File: src/rtl/parity_frame_ctrl_pkg.sv
// Shared types for the parity frame controller: top-level FSM states and
// the parity accumulator's two states.
package parity_frame_pkg;

  typedef enum logic [1:0] {
    IDLE   = 2'd0,
    SHIFT  = 2'd1,
    PARITY = 2'd2
  } state_t;

  typedef enum logic {
    PAR_EVEN = 1'b0,
    PAR_ODD  = 1'b1
  } par_t;

endpackage

File: src/rtl/parity_frame_ctrl_if.sv
// Producer-side handshake, serial link beat and status signals of the
// parity frame controller. master = environment side, slave = controller side.
interface parity_frame_ctrl_if #(parameter int DATA_W = 8);
  logic [DATA_W-1:0] data_in;
  logic              data_valid;
  logic              data_ready;
  logic              ser_ready;
  logic              ser_valid;
  logic              ser_out;
  logic              ser_last;
  logic              busy;
  logic              parity_out;

  modport master (
    output data_in, data_valid, ser_ready,
    input  data_ready, ser_valid, ser_out, ser_last, busy, parity_out
  );

  modport slave (
    input  data_in, data_valid, ser_ready,
    output data_ready, ser_valid, ser_out, ser_last, busy, parity_out
  );
endinterface

File: src/rtl/parity_frame_ctrl_parity_acc.sv
// Running parity of the serialized payload, kept as an EVEN/ODD toggle FSM.
// clr has priority over en so an accept always starts a fresh frame.
module parity_acc
  import parity_frame_pkg::*;
(
  input  logic clk,
  input  logic rst,
  input  logic clr,
  input  logic en,
  input  logic bit_in,
  output logic par
);

  par_t st, st_n;

  always_ff @(posedge clk) begin
    if (rst) st <= PAR_EVEN;
    else     st <= st_n;
  end

  always_comb begin
    st_n = st;
    if (clr)
      st_n = PAR_EVEN;
    else if (en && bit_in)
      st_n = (st == PAR_EVEN) ? PAR_ODD : PAR_EVEN;
  end

  assign par = (st == PAR_ODD);

endmodule

File: src/rtl/parity_frame_ctrl.sv
// Frames a parallel word as LSB-first serial beats followed by a parity beat.
// Define ODD_PARITY_EN to emit odd parity instead of the default even parity.
module parity_frame_ctrl
  import parity_frame_pkg::*;
#(
  parameter int DATA_W = 8
) (
  input  logic          clk,
  input  logic          rst,
  parity_frame_ctrl_if.slave bus
);

  localparam int CNT_W = (DATA_W > 1) ? $clog2(DATA_W) : 1;
  localparam logic [CNT_W-1:0] LAST_IDX = CNT_W'(DATA_W - 1);

  state_t            state, state_n;
  logic [CNT_W-1:0]  bit_cnt;
  logic [DATA_W-1:0] shreg;
  logic              acc_par;
  logic              par_bit;
  logic              parity_q;
  logic              accept;
  logic              beat;

  assign accept = bus.data_valid & bus.data_ready;
  assign beat   = (state == SHIFT) & bus.ser_ready;

`ifdef ODD_PARITY_EN
  assign par_bit = ~acc_par;
`else
  assign par_bit = acc_par;
`endif

  always_ff @(posedge clk) begin
    if (rst) state <= IDLE;
    else     state <= state_n;
  end

  // Unused encodings fall back to IDLE on the next edge.
  always_comb begin
    state_n = state;
    case (state)
      IDLE:    if (accept) state_n = SHIFT;
      SHIFT:   if (bus.ser_ready && (bit_cnt == LAST_IDX)) state_n = PARITY;
      PARITY:  if (bus.ser_ready) state_n = IDLE;
      default: state_n = IDLE;
    endcase
  end

  always_ff @(posedge clk) begin
    if (rst) begin
      bit_cnt  <= '0;
      shreg    <= '0;
      parity_q <= 1'b0;
    end else begin
      if (accept) begin
        shreg   <= bus.data_in;
        bit_cnt <= '0;
      end else if (beat) begin
        shreg   <= shreg >> 1;
        bit_cnt <= bit_cnt + 1'b1;
      end
      if ((state == PARITY) && bus.ser_ready)
        parity_q <= par_bit;
    end
  end

  parity_acc u_acc (
    .clk    (clk),
    .rst    (rst),
    .clr    (accept),
    .en     (beat),
    .bit_in (shreg[0]),
    .par    (acc_par)
  );

  assign bus.data_ready = (state == IDLE) & ~rst;
  assign bus.ser_valid  = (state == SHIFT) | (state == PARITY);
  assign bus.busy       = (state == SHIFT) | (state == PARITY);
  assign bus.ser_last   = (state == PARITY);
  assign bus.ser_out    = (state == SHIFT)  ? shreg[0] :
                          (state == PARITY) ? par_bit  : 1'b0;
  assign bus.parity_out = parity_q;

endmodule

File: src/flat_wrapper.sv
// flat-port wrapper written by rule: the top's interface ports become plain ports
module parity_frame_ctrl_flat import parity_frame_pkg::*;
#(
  parameter int DATA_W = 8
)
  (clk, rst, bus_data_in, bus_data_valid, bus_ser_ready, bus_data_ready, bus_ser_valid, bus_ser_out, bus_ser_last, bus_busy, bus_parity_out);
  parity_frame_ctrl_if #(.DATA_W(DATA_W)) bus_i ();
  input  logic clk;
  input  logic rst;
  input wire logic [$bits(bus_i.data_in)-1:0] bus_data_in;
  input wire logic [$bits(bus_i.data_valid)-1:0] bus_data_valid;
  input wire logic [$bits(bus_i.ser_ready)-1:0] bus_ser_ready;
  output wire logic [$bits(bus_i.data_ready)-1:0] bus_data_ready;
  output wire logic [$bits(bus_i.ser_valid)-1:0] bus_ser_valid;
  output wire logic [$bits(bus_i.ser_out)-1:0] bus_ser_out;
  output wire logic [$bits(bus_i.ser_last)-1:0] bus_ser_last;
  output wire logic [$bits(bus_i.busy)-1:0] bus_busy;
  output wire logic [$bits(bus_i.parity_out)-1:0] bus_parity_out;
  assign bus_i.data_in = bus_data_in;
  assign bus_i.data_valid = bus_data_valid;
  assign bus_i.ser_ready = bus_ser_ready;
  assign bus_data_ready = bus_i.data_ready;
  assign bus_ser_valid = bus_i.ser_valid;
  assign bus_ser_out = bus_i.ser_out;
  assign bus_ser_last = bus_i.ser_last;
  assign bus_busy = bus_i.busy;
  assign bus_parity_out = bus_i.parity_out;
  parity_frame_ctrl #(.DATA_W(DATA_W)) u_core (.clk(clk), .rst(rst), .bus(bus_i));
endmodule
File: config.mk
export PLATFORM = sky130hd
export DESIGN_NAME = parity_frame_ctrl_flat
export DESIGN_NICKNAME = d
export VERILOG_FILES = /design/src/rtl/parity_frame_ctrl_pkg.sv /design/src/rtl/parity_frame_ctrl_if.sv /design/src/rtl/parity_frame_ctrl_parity_acc.sv /design/src/rtl/parity_frame_ctrl.sv /design/src/flat_wrapper.sv
export SDC_FILE = /design/constraint.sdc
export NUM_CORES = 1
export LEC_CHECK = 0
export CORE_MARGIN = 2
export CORE_UTILIZATION = 51
export DETAILED_ROUTE_END_ITERATION = 7
export GPL_TIMING_DRIVEN = 0
export PLACE_DENSITY = 0.81
export SLEW_MARGIN = 20
export SYNTH_ARGS = -nofsm -noshare
export SYNTH_HDL_FRONTEND = slang
export SYNTH_SLANG_ARGS = --single-unit
File: constraint.sdc
create_clock -name clk -period 3.2 [get_ports clk]
set_input_delay 0.64 -clock clk [delete_from_list [all_inputs] [get_ports clk]]
set_output_delay 0.64 -clock clk [all_outputs]
set_load 0.05 [all_outputs]
== Yosys cells after proc, flatten, opt, wreduce, memory -nomap -nowiden ==
Index checks and enable logic that the tools add are counted.
Cells by class
  eq/ne operators: 6
  $add $sub $neg: 1
  reduce and logical (&&, ||, !) cells: 7
  mux-type cells: 9
  bitwise operators: 5
Operators by type and width (number)
  2-to-1 mux 8 bit: 2
  2-to-1 mux 2 bit: 3
  one-hot mux 2 bit (3 select lines): 1
  inequality test 2 bit (second input constant): 2
  adder 3 x 1 -> 3 bit (second input constant): 1
  bitwise AND 1 bit: 3
  == test 3 bit (second input constant): 1
  logical AND 1 bit: 3
  2-to-1 mux 1 bit: 3
  AND reduction 3 bit: 1
  == test 2 x 1 -> 1 bit (second input constant): 1
  == test 2 bit (second input constant): 1
  logical NOT 2 bit: 1
  inequality test 2 x 1 -> 1 bit (second input constant): 1
  nonzero test 2 bit: 1
  OR reduction 2 bit: 1
  NOT 1 bit: 1
  OR 1 bit: 1
Storage, ports and cells
  output and inout port bits: 6
  flip-flop bits (word level): 15
  input port bits: 12

== Depth between registers and ports, before layout ==
Gate-level depths: netlist of run 1.
  word-level depth: 5
  mapped depth: 6
  gate-level depth less buffers: 5

== By module ==
From an unflattened synthesis of run 1, not the netlist that was laid out.
Unflattened totals
  cell total of the unflattened synthesis: 93
  area, all modules: 787.0 um^2
By module, submodules not included
  parity_frame_ctrl: times used 1, seq. area each 280.3 um^2, cells each 89, area an instance 737.0 um^2
  parity_acc: times used 1, seq. area each 20.0 um^2, cells each 4, area an instance 50.0 um^2

== Worst setup path before layout of run 1 ==
OpenSTA, ideal clock, no wires.
  kind: register to output
  start: register u_core.state[0]
  end: output bus_ser_out
  cell stages (with the launch flop): 5
  arrival time: 2125 ps
  buffers on the path: 0
  path slack: 435 ps
  path through: dfxtp_1 -> inv_1 -> ha_1 -> nand2_1 -> o21ai_0
Between the ends
  cells in the longest elaborated chain, start to end: 3
  elaborated cells between the ends (all ways): 4
  classes of those cells: 2 x eq/ne; 2 x mux
RTL lines
  start: declaration: line parity_frame_ctrl.sv:16  | state_t state, state_n;
  start signal: assignment: line parity_frame_ctrl.sv:36  | else state <= state_n;
  == test 2 bit
  net bus_ser_last: line flat_wrapper.sv:16  | output wire logic [$bits(bus_i.ser_last)-1:0] bus_ser_last;
  2-to-1 mux 1 bit: line parity_frame_ctrl.sv:82  | (state == PARITY) ? par_bit : 1'b0;
  2-to-1 mux 1 bit: line parity_frame_ctrl.sv:81  | assign bus.ser_out = (state == SHIFT) ? shreg[0] :
  end: declaration: line flat_wrapper.sv:15  | output wire logic [$bits(bus_i.ser_out)-1:0] bus_ser_out;
The timed path passes the listed nets, and every way through them passes these cells.

== Worst setup path after layout of run 1 ==
  start: input rst
  end: output bus_data_ready
Between the ends
  cells in the longest elaborated chain, start to end: 2
RTL lines
  start: declaration: line flat_wrapper.sv:9  | input logic rst;
  NOT 1 bit: line parity_frame_ctrl.sv:77  | assign bus.data_ready = (state == IDLE) & ~rst;
  bitwise AND 1 bit: line parity_frame_ctrl.sv:77
  end: declaration: line flat_wrapper.sv:13  | output wire logic [$bits(bus_i.data_ready)-1:0] bus_data_ready;
No other way between the ends.

==> metrics, run 1 <==
Layout Nets=131; max_slew headroom=0.660; clock transition at the registers of the reported paths=0.09 ns; hold_buf cts=0; H-tree levels=1; Ys Warns=0; register area=300 um2; # port buffers=17; CTS Buffer Depth=2; RSZ-0062 raised after global routing=false; placed insts=124; Antenna Violating Nets Remaining=0; flop2flop setup slack=1.77 ns; FF-to-FF Start=u_core.state[1]; global route overflow=0; Cell variety after synth=23; Worst-Margin Slew=0.510 ns; R2R depth=6; # DRC=0; maxcap violations=0; fillers=135; via count=746; GR Util met1=0.245; Pins Over Slew Limit=0; register area share after synthesis=0.379; Final setup viols=0; first-pass GRT wire length=2.84 mm; TritonCTS clock tree=done; pin count of the biggest net entering global routing=11; Mapped Cells=91; CTS Buf Count=3; clock latency at the later pin of the worst-skew pair=0.28 ns; PostCTS Resize Cnt=0; CTS root buf=clkbuf_4; synthesized cell area=792 um2; Arr. time, crit path=2.45 ns; #FFs+latches synth=15; Startpoint Class=input port; Final period util=0.964; setup bufs post-CTS=0; core area=1490 um2; hpwl dp=1.21 mm; vias per inst=5.83; CP Max Fanout=10; hold crit path type=reg2reg; CTS sink count=15; drt wl/cell=12.7 um; hold endpoint=u_core.bus.parity_out; drt pass-1 iters=5; Critical Path End Type=output pin; proportion of layout cells with a drive suffix above 1=0.107; Initial DRC Count=20; Area growth, synth to finish=27.3%; Final Hold Fails=0; initial antenna violation count=0; Hold Path Depth=2; post-route setup TNS=0 ns; leakage=0.387 nW; maximum VDD drop=0.315 mV; ANT cells=0; Detailed Route WL=1.63 mm; Global Route met2 Usage=0.337; Layout Cells excl Fill=128; GRT Overall Usage=0.202; Initial Utilization=0.532; Max Clock Freq=324 MHz; row cnt=14; GR Util met3=0.0375; multi-input logic area=438 um2; Avg Inst Size Synth=8.70 um2; critical path class=in2out; skew final=0.00130 ns; Hold Startpoint=u_core.bus.parity_out; Die X=43.4 um; vias in the first global route=687; die height=43.4 um; total power=0.544 mW; Final Critical Period=3.09 ns; gr busiest metal=met2; syn nets=109; status=completed; IO Pins=18; RD Place Congestion=0.739; CP Data Required Time=2.56 ns; power per cell area=540 nW/um2; die area=1880 um2; reg2reg end=u_core.shreg[3]
[worst max-delay path by stage]
| stage | end | startpoint | cells after the start |
|---|---|---|---|
| after floorplan | bus_ser_out | u_core.state[0] | 4 |
| after global placement | bus_data_ready | rst | 4 |
| after detailed placement | bus_data_ready | rst | 4 |
| after CTS | bus_data_ready | rst | 4 |
| after global routing | bus_data_ready | rst | 4 |
| final | bus_data_ready | rst | 4 |
[metal layers]
layer | part of all wire | routed length [um] | vias up
met2 | 0.50 | 811 | 21
met5 | 0 | 0 | -
met1 | 0.46 | 744 | 359
met3 | 0.036 | 58 | 2
met4 | 0.0092 | 15 | 0
li1 | - | - | 364
[cell usage after synthesis (all sizes together)]
master / n / area [um2]
a21o: 1 / 7.51
a21oi: 4 / 20.0
a311oi: 8 / 82.6
a31o: 1 / 8.76
a31oi: 2 / 12.5
and4b: 1 / 10.0
buf: 5 / 38.8
clkbuf: 1 / 3.75
dfxtp: 15 / 300
ha: 6 / 75.1
inv: 3 / 11.3
nand2: 14 / 52.6
nand2b: 2 / 12.5
nand3: 11 / 55.1
nand3b: 1 / 20.0
nand4: 1 / 6.26
nor2: 11 / 41.3
o21ai: 1 / 5.00
o21bai: 1 / 11.3
xor2: 2 / 17.5
[cell usage in the layout, fill, tap and decap left out, drive strengths merged, types with 3 or more instances in the layout]
master,instances
clkbuf,5
buf,5
nand2,14
dfxtp,15
nand3,11
clkdlybuf4s50,17
inv,3
a311oi,8
a21oi,4
ha,6
nor2,11
[layout make-up]
type                       instances  area share
buffer                             6      0.0422
clock buffer                       4      0.0261
inverter                           3      0.0112
multi-input combinational         67       0.434
sequential                        15       0.298
tap                               16      0.0199
timing repair buffer              17       0.169
[worst max-delay path, cell delays in order]
cell,delay (ns)
clkdlybuf4s50_1,0.57
clkbuf_1,0.44
nor2_1,0.08
clkdlybuf4s50_1,0.72
[sequential cells by signal, summed over array words and instances (netlist names)]
register and cells:
u_core.bus.parity_out 1, u_core.u_acc.par 1, u_core.state 2, u_core.bit_cnt 3, u_core.shreg 8
[report_power, final]
group / total, mW / leakage, nW / internal (mW) / switching, mW
clock network: 0.109 / 0.0150 / 0.0483 / 0.0609
logic: 0.218 / 0.249 / 0.0853 / 0.132
registers: 0.217 / 0.122 / 0.205 / 0.0122
[cell families (layout without fill, tap and decap cells)]
family	after synthesis	count (layout)	share of synthesized area
AND/OR/NAND/NOR	41	41	0.250
flip-flops	15	15	0.379
XOR/XNOR	2	2	0.0221
buffers and inverters	9	30	0.0679
adder cells (fa/ha/maj)	6	6	0.0948
AO/OA/AOI/OAI	18	18	0.186
[through the flow]
stage / cell area (um2) / hold slack, ns / util / setup slack (ns)
finish: 1010 / 0.463 / 0.677 / 0.114
global route: 1010 / 0.493 / 0.677 / 0.0320
CTS: 1010 / 0.466 / 0.677 / 0.117
detailed placement: 982 / 0.454 / 0.660 / 0.110
global placement: 982 / 0.444 / 0.660 / 0.126
floorplan: 792 / 0.440 / - / 0.435
Power figures use the tool's default switching activity.
==> inputs of run 2 (changes only) <==
MAX_ROUTING_LAYER = met4   (was unset)
==> run 2 against run 1 <==
Against the previous run:
- flip-flop and latch count unchanged
- fmax about the same
- clock power about the same
- global-route usage increased by 0.63 points
- hold slack barely moved
- critical path depth unchanged
- combinational power is essentially flat
- largest cell class unchanged
==> metrics, run 2 (synthesis gave the netlist of run 1 again) <==
PostCTS Resize Cnt=0 (unchanged); RD Place Congestion=0.749 (+1.2%); Final Critical Period=3.08 ns (-0.00217 ns); hold_buf cts=0 (unchanged); CTS root buf=clkbuf_4; Arr. time, crit path=2.44 ns (about the same); die height=43.4 um (unchanged); Antenna Violating Nets Remaining=0 (unchanged); DP Area=982 um2 (unchanged); crit-path cells=clkdlybuf4s50_1, clkbuf_1, nor2_1, clkdlybuf4s50_1; total power=0.544 mW (about the same); Layout Cell Area excl Fill=1010 um2 (unchanged); max_slew headroom=0.662 (+0.00185); die area=1880 um2 (unchanged); row cnt=14 (unchanged); Critical Path End Type=output pin; Initial Utilization=0.532 (unchanged); Layout Nets=131 (unchanged); # DRC=0 (unchanged); Detailed Route WL=1.63 mm (+0.18%); CP Max Fanout=10 (unchanged); fin util=0.677 (unchanged); initial antenna violation count=0 (unchanged); Largest Register=u_core.shreg; vias per inst=5.82 (-0.13%); Area growth, synth to finish=27.3% (unchanged); leakage=0.387 nW (unchanged); global route overflow=0 (unchanged); Max Clock Freq=324 MHz (about the same); TritonCTS clock tree=done; first-pass GRT wire length=2.85 mm (+0.25%); most common cell after layout, fill and taps aside=clkdlybuf4s50_1; drt wl/cell=12.8 um (+0.18%); CTS Buf Count=3 (unchanged); post-route setup TNS=0 ns (unchanged); maximum VDD drop=0.315 mV (about the same); Pins Over Slew Limit=0 (unchanged); vias in the first global route=685 (-0.29%); hold crit path type=reg2reg; clock latency at the later pin of the worst-skew pair=0.28 ns (about the same); skew final=0.00182 ns (+0.000526 ns); IO Pins=18 (unchanged); CP Data Required Time=2.56 ns (about the same); pin count of the biggest net entering global routing=11 (unchanged); via count=745 (-0.13%); CTS sink count=15 (unchanged); proportion of layout cells with a drive suffix above 1=0.107 (unchanged); setup bufs post-CTS=0 (unchanged); Largest register FFs=8 (unchanged); CP max stage delay=0.72 ns (about the same); crit path max-delay cell type=clkdlybuf4s50_1; # port buffers=17 (unchanged); GRT Overall Usage=0.208 (+0.00630); Worst-Margin Slew=0.508 ns (-0.00278 ns); status=completed; clock transition at the registers of the reported paths=0.09 ns (about the same); Final period util=0.964 (about the same); Die X=43.4 um (unchanged); cell mode on critical path=clkdlybuf4s50_1; Startpoint Class=input port; Initial DRC Count=21 (+5.0%); most frequent cells in the layout=clkdlybuf4s50_1 (17), dfxtp_1 (15), nand2_1 (14), nand3_1 (11), nor2_1 (11); Final setup viols=0 (unchanged); drt pass-1 iters=5 (unchanged); ANT cells=0 (unchanged); RSZ-0062 raised after global routing=false; H-tree levels=1 (unchanged); Final Hold Fails=0 (unchanged); worst path bufs/invs=3 (unchanged); maxcap violations=0 (unchanged); critical path class=in2out; CTS Buffer Depth=2 (unchanged); biggest regs=u_core.shreg: 8 flops, u_core.bit_cnt: 3 flops, u_core.state: 2 flops; hpwl dp=1.21 mm (unchanged); power per cell area=539 nW/um2 (about the same); core area=1490 um2 (unchanged); Crit path max-delay family=buffers and inverters
-- run 2: tightest hold or removal path: cells and delay by family, from the launching register on --
kind               cells  cell delay [ns]
DFF                    1             0.32
and+or+nand+nor        1             0.05
AOI/OAI and AO/OA      1             0.05
-- run 2: worst paths after layout --
| kind | start | end | slack (ns) | cells after the start |
|---|---|---|---|---|
| hold reg to reg | u_core.bus.parity_out | u_core.bus.parity_out | 0.46 | 2 |
| setup reg to reg | u_core.state[0] | u_core.shreg[3] | 1.77 | 6 |
| hold / removal | u_core.bus.parity_out | u_core.bus.parity_out | 0.46 | 2 |
| setup / recovery | rst | bus_data_ready | 0.12 | 4 |
-- run 2: layout make-up --
cell class	count	area (um2)
tap	16	20.0
clock buffer	4	26.3
buffer	6	42.5
timing repair buffer	17	170
inverter	3	11.3
fill	135	480
multi-input combinational	67	438
sequential	15	300
-- run 2: power by group --
part / total, mW / switching, mW / leakage, nW / internal [mW]
sequential: 0.217 / 0.0122 / 0.122 / 0.205
clock: 0.109 / 0.0607 / 0.0150 / 0.0483
combinational: 0.218 / 0.132 / 0.249 / 0.0853
-- run 2: layer usage --
layer  track usage  wire, um
met3        0.0375        61
met5             -         0
met1         0.245       749
met2         0.337       807
met4         0.109        15
-- run 2: through the flow --
step,setup WS [ns],std cells,hold WS (ns)
finish,0.117,128,0.463
global route,0.0320,128,0.493
CTS,0.117,128,0.466
detailed placement,0.110,124,0.454
global placement,0.126,124,0.444
floorplan,0.435,91,0.440
==> inputs of run 3 (changes only) <==
GPL_ROUTABILITY_DRIVEN = 0   (was unset)
==> results of run 3 <==
Final layout, timing and power as in run 2 (identical DEF).
